File: config.mk
export PLATFORM = sky130hd
export DESIGN_NAME = wait_match_trigger
export DESIGN_NICKNAME = d
export VERILOG_FILES = /design/src/rtl/wait_match_pkg.sv /design/src/rtl/wait_match_chan.sv /design/src/rtl/wait_match_trigger.sv
export SDC_FILE = /design/constraint.sdc
export NUM_CORES = 1
export LEC_CHECK = 0
export ABC_AREA = 1
export ABC_CLOCK_PERIOD_IN_PS = 2200
export BUFFER_PORTS_ARGS = -buffer_cell sky130_fd_sc_hd__buf_2
export CAP_MARGIN = 20
export CORE_ASPECT_RATIO = 2
export CORE_MARGIN = 3
export CORE_UTILIZATION = 54
export DETAILED_ROUTE_END_ITERATION = 8
export GPL_ROUTABILITY_DRIVEN = 1
export GPL_TIMING_DRIVEN = 0
export PLACE_DENSITY = 0.93
export SLEW_MARGIN = 5
export SYNTH_ARGS = -nofsm -noshare
export SYNTH_HDL_FRONTEND = slang
export SYNTH_HIERARCHICAL = 1
export SYNTH_SLANG_ARGS = --single-unit
File: constraint.sdc
create_clock -name clk -period 2.2 [get_ports clk]
set_clock_uncertainty 0.2 [all_clocks]
set_input_delay 0.33 -clock clk [delete_from_list [all_inputs] [get_ports clk]]
set_output_delay 0.33 -clock clk [all_outputs]
set_load 0.05 [all_outputs]
File: src/rtl/wait_match_pkg.sv
// Shared types and helpers for the wait_match_trigger channels.
package wait_match_pkg;

  typedef enum logic [1:0] {
    ST_IDLE  = 2'd0,
    ST_HOLD  = 2'd1,
    ST_REARM = 2'd2
  } state_e;

  function automatic int clog2(input int n);
    int r;
    r = 0;
    while ((1 << r) < n) r++;
    return r;
  endfunction

  // Hold counter needs at least one bit even when HOLD == 1.
  function automatic int hold_cnt_w(input int hold);
    return (clog2(hold) < 1) ? 1 : clog2(hold);
  endfunction

endpackage

File: src/rtl/wait_match_chan.sv
// One channel: waits for enable && value == match, latches load, then holds off.
module wait_match_chan
  import wait_match_pkg::*;
#(
  parameter int WIDTH = 4,
  parameter int HOLD  = 1,
  parameter int CNT_W = 8
) (
  input  logic             clk,
  input  logic             reset,
  input  logic             clear,
  input  logic             mode,
  input  logic             enable,
  input  logic [WIDTH-1:0] value,
  input  logic [WIDTH-1:0] match,
  input  logic [WIDTH-1:0] load,
  output logic [WIDTH-1:0] result,
  output logic             fire,
  output logic             busy,
  output logic [CNT_W-1:0] fire_count
);

  localparam int HW = hold_cnt_w(HOLD);
  localparam logic [HW-1:0] HOLD_INIT = HW'(HOLD - 1);

  state_e           state_q;
  logic [HW-1:0]    hold_q;
  logic [WIDTH-1:0] result_q;
  logic             fire_q;
  logic             busy_q;
  logic [CNT_W-1:0] cnt_q;
  logic [CNT_W-1:0] cnt_d;
  logic             cond;

  assign cond = enable && (value == match);

  always_comb begin
    cnt_d = cnt_q;
    if (cnt_q != '1) cnt_d = cnt_q + CNT_W'(1);
  end

  always_ff @(posedge clk) begin
    if (reset || clear) begin
      state_q  <= ST_IDLE;
      hold_q   <= '0;
      result_q <= '0;
      fire_q   <= 1'b0;
      busy_q   <= 1'b0;
      cnt_q    <= '0;
    end else begin
      fire_q <= 1'b0;
      case (state_q)
        ST_IDLE: begin
          if (cond) begin
            result_q <= load;
            fire_q   <= 1'b1;
            busy_q   <= 1'b1;
            cnt_q    <= cnt_d;
            hold_q   <= HOLD_INIT;
            state_q  <= ST_HOLD;
          end
        end
        ST_HOLD: begin
          if (hold_q == '0) begin
            busy_q  <= 1'b0;
            state_q <= mode ? ST_REARM : ST_IDLE;
          end else begin
            hold_q <= hold_q - HW'(1);
          end
        end
        ST_REARM: begin
          if (!cond) state_q <= ST_IDLE;
        end
        default: begin
          busy_q  <= 1'b0;
          state_q <= ST_IDLE;
        end
      endcase
    end
  end

  assign result     = result_q;
  assign fire       = fire_q;
  assign busy       = busy_q;
  assign fire_count = cnt_q;

endmodule

File: src/rtl/wait_match_trigger.sv
// Multi-channel wait-on-match trigger: slices the flattened buses per channel.
module wait_match_trigger
  import wait_match_pkg::*;
#(
  parameter int CHANNELS = 4,
  parameter int WIDTH    = 4,
  parameter int HOLD     = 1,
  parameter int CNT_W    = 8
) (
  input  logic                      clk,
  input  logic                      reset,
  input  logic [CHANNELS*WIDTH-1:0] value,
  input  logic [CHANNELS*WIDTH-1:0] match,
  input  logic [CHANNELS*WIDTH-1:0] load,
  input  logic [CHANNELS-1:0]       mode,
  input  logic [CHANNELS-1:0]       enable,
  input  logic [CHANNELS-1:0]       clear,
  output logic [CHANNELS*WIDTH-1:0] result,
  output logic [CHANNELS-1:0]       fire,
  output logic [CHANNELS-1:0]       busy,
  output logic [CHANNELS*CNT_W-1:0] fire_count
);

  for (genvar i = 0; i < CHANNELS; i++) begin : g_chan
    wait_match_chan #(
      .WIDTH (WIDTH),
      .HOLD  (HOLD),
      .CNT_W (CNT_W)
    ) u_chan (
      .clk        (clk),
      .reset      (reset),
      .clear      (clear[i]),
      .mode       (mode[i]),
      .enable     (enable[i]),
      .value      (value[i*WIDTH +: WIDTH]),
      .match      (match[i*WIDTH +: WIDTH]),
      .load       (load[i*WIDTH +: WIDTH]),
      .result     (result[i*WIDTH +: WIDTH]),
      .fire       (fire[i]),
      .busy       (busy[i]),
      .fire_count (fire_count[i*CNT_W +: CNT_W])
    );
  end

endmodule

==> results.sh <==
export IMPL_critical_path_arrival_ns=1.66
export IMPL_rsz0062_at_grt="no"
export IMPL_startpoint="g_chan[3].u_chan/fire_count[0]$_SDFFE_PP0P_"
export IMPL_grt_max_degree=11
export IMPL_overflow=0
export IMPL_p_per_area_mw_per_mm2=640.3
export IMPL_yosysWarnings=6
export IMPL_cts_root_buf="clkbuf_16"
export IMPL_finish_net_count=746
export IMPL_clk_pin_slew_ns=0.05
export IMPL_cts_max_path_buffers=2
export IMPL_final_core_util=0.7287
export IMPL_relSlewSlack=0.7128
export IMPL_clock_sinks=64
export IMPL_cts_tree="done"
export IMPL_ys_seq_area_frac=0.3748
export IMPL_die_h_um=118.5
export IMPL_power_leakage_nw=2.436
export IMPL_pin_count=118
export IMPL_dpl_hpwl_um=6767
export IMPL_htree_levels=3
export IMPL_r2r_slack_ns=0.56
export IMPL_startpoint_type="register"
export IMPL_synth_cells=552
export IMPL_cts_hold_buf=0
export IMPL_tightest_slew_ns=0.4308
export IMPL_grt_pass1_vias=3659
export IMPL_core_area_sq_mm=0.006056
export IMPL_antennaDiodeCount=0
export IMPL_setup_violations=0
export IMPL_die_w_um=62.26
export IMPL_finalHoldViolations=0
export IMPL_cp_end_kind="register"
export IMPL_ys_ff_latch=64
export IMPL_fp_row_count=40
export IMPL_fmax_mhz=609.2
export IMPL_io_buffer_count=117
export IMPL_antenna_found_initial=0
export IMPL_grt_usage=0.2452
export IMPL_drive_gt1_frac=0.2292
export IMPL_min_from="load[3]"
export IMPL_drt_wl_total_um=8612
export IMPL_rr_startpoint="g_chan[3].u_chan/fire_count[0]$_SDFFE_PP0P_"
export IMPL_drt_iter0_markers=231
export IMPL_grt_pass1_wl_um=14800
export IMPL_insertion_delay_ns=0.32
export IMPL_first_pass_iters=4
export IMPL_finalSetupTns_ns=0
export IMPL_fillers=496
export IMPL_area_growth_syn_to_layout_pct=29.10
export IMPL_outcome="finished clean"
export IMPL_start_util=0.5645
export IMPL_max_vdd_ir_drop_mv=0.6927
export IMPL_die_area_sq_mm=0.007379
export IMPL_crit_fanout=5
export IMPL_drtAntennaViolNets=0
export IMPL_drv_cap=0
export IMPL_cts_setup_buffers=0
export IMPL_synth_top_area_cell="dfxtp_1"
export IMPL_synth_cell_type_count=18
export IMPL_dr_total_vias=3765
export IMPL_fin_crit_sh=0.7461
export IMPL_drc_errors=0
export IMPL_syn_num_nets=618
export IMPL_async_reset_ff_frac=0
export IMPL_viasPerCell=4.896
export IMPL_syn_area_sq_mm=0.003418
export IMPL_ys_top_cells_by_area="dfxtp_1 37%, nor2_1 15%, nand2_1 15%, inv_1 9.7%, nand3_1 4.7%"
export IMPL_synth_ff_type="dfxtp_1"
export IMPL_avgSynthCellArea_sq_um=6.193
export IMPL_hold_class="in -> reg"
export IMPL_routedWlPerCell_um=11.20
export IMPL_cts_made_buffers=9
export IMPL_critPathRequiredTime_ns=2.22
export IMPL_finalMaxSlewViolations=0
export IMPL_synth_top_area_frac=0.3748
export IMPL_synth_edf_count=0
export IMPL_fin_crit_ns=1.641
export IMPL_cts_resized=0
export IMPL_finalWeightedCongestion=0.8664
export IMPL_path_class="reg -> reg"
-- synthesized netlist by cell type, drive strengths merged (12+ instances only) --
cell	number
nor2	148
nand4	12
nand3	32
o21ai	24
inv	92
a21oi	24
dfxtp	64
nand2	136
-- per-stage QoR --
step / area, sq um / total power (W) / worst slack [ns] / cells / hold slack [ns]
after floorplan: 3418 / 0.001364 / 0.3029 / 552 / 0.2770
after global placement: 4109 / 0.001454 / 0.5528 / 753 / 0.2510
after detailed placement: 4109 / 0.001465 / 0.4837 / 753 / 0.2557
after CTS: 4413 / 0.002868 / 0.5475 / 769 / 0.04045
after global routing: 4413 / 0.002949 / 0.3780 / 769 / 0.05482
final: 4413 / 0.002826 / 0.5586 / 769 / 0.05089
-- kinds of logic after synthesis --
group           Yosys count  synth area share
simple gates            332            0.4129
buf+inv                 100            0.1186
flops                    64            0.3748
compound gates           52           0.07907
fa+ha+maj                 4           0.01464
-- layout by cell type, fill, tap and decap left out --
cell type / count
nor2_1: 140
nand2_1: 136
buf_2: 117
inv_1: 88
dfxtp_1: 64
nand3_1: 32
a21oi_1: 24
o21ai_0: 20
clkbuf_16: 9
nand4_2: 8
clkbuf_8: 5
o21ai_1: 4
inv_2: 4
nor2_4: 4
buf_6: 4
a21boi_0: 4
nor2_2: 4
clkbuf_1: 4
nand4_1: 4
nor3_1: 4
ha_1: 4
clkinv_2: 2
-- worst max-delay path, stage by stage (launching register included) --
cell     delay (ns)
dfxtp_1        0.39
ha_1           0.19
nand2_1        0.09
inv_1          0.10
nand4_2        0.19
nand2_1        0.11
inv_1          0.07
a21oi_1        0.15
nor2_1         0.06
-- final cells by class --
class	instances	area, sq um	area share
Buffer	8	60.06	0.01361
Clock buffer	14	294.0	0.06663
Clock inverter	2	10.01	0.002268
Inverter	92	345.3	0.07825
Multi-Input combinational cell	388	1732	0.3924
Sequential cell	64	1281	0.2903
Tap cell	84	105.1	0.02382
Timing Repair Buffer	117	585.6	0.1327
-- registers in the layout (all words and copies together) (netlist names) --
register / flops
g_chan.u_chan/fire_count: 32
g_chan.u_chan/busy: 4
g_chan.u_chan/fire: 4
g_chan.u_chan/state_q: 8
g_chan.u_chan/result: 16
-- final timing paths --
check / end / cells past startpoint
setup / recovery: g_chan[3].u_chan/fire_count[7]$_SDFFE_PP0P_ / 8
hold / removal: g_chan[0].u_chan/result[3]$_SDFFE_PP0P_ / 3
setup reg to reg: g_chan[3].u_chan/fire_count[7]$_SDFFE_PP0P_ / 8
hold reg to reg: g_chan[2].u_chan/busy$_SDFFE_PP0P_ / 2
-- where the power goes --
part	total, W	switching (W)	leakage (nW)	internal, W
clock network	0.00138	0.000471	0.155	0.000911
logic	0.000267	0.000169	1.77	0.0000977
registers	0.00118	0.00000603	0.516	0.00117
-- per-layer routing --
metal,part of all wire,GRT usage
met1,0.35,0.2285
met2,0.55,0.4649
met3,0.061,0.06844
met4,0.039,0.1369
met5,0,0
No activity file was read; power rests on OpenSTA's default activity.
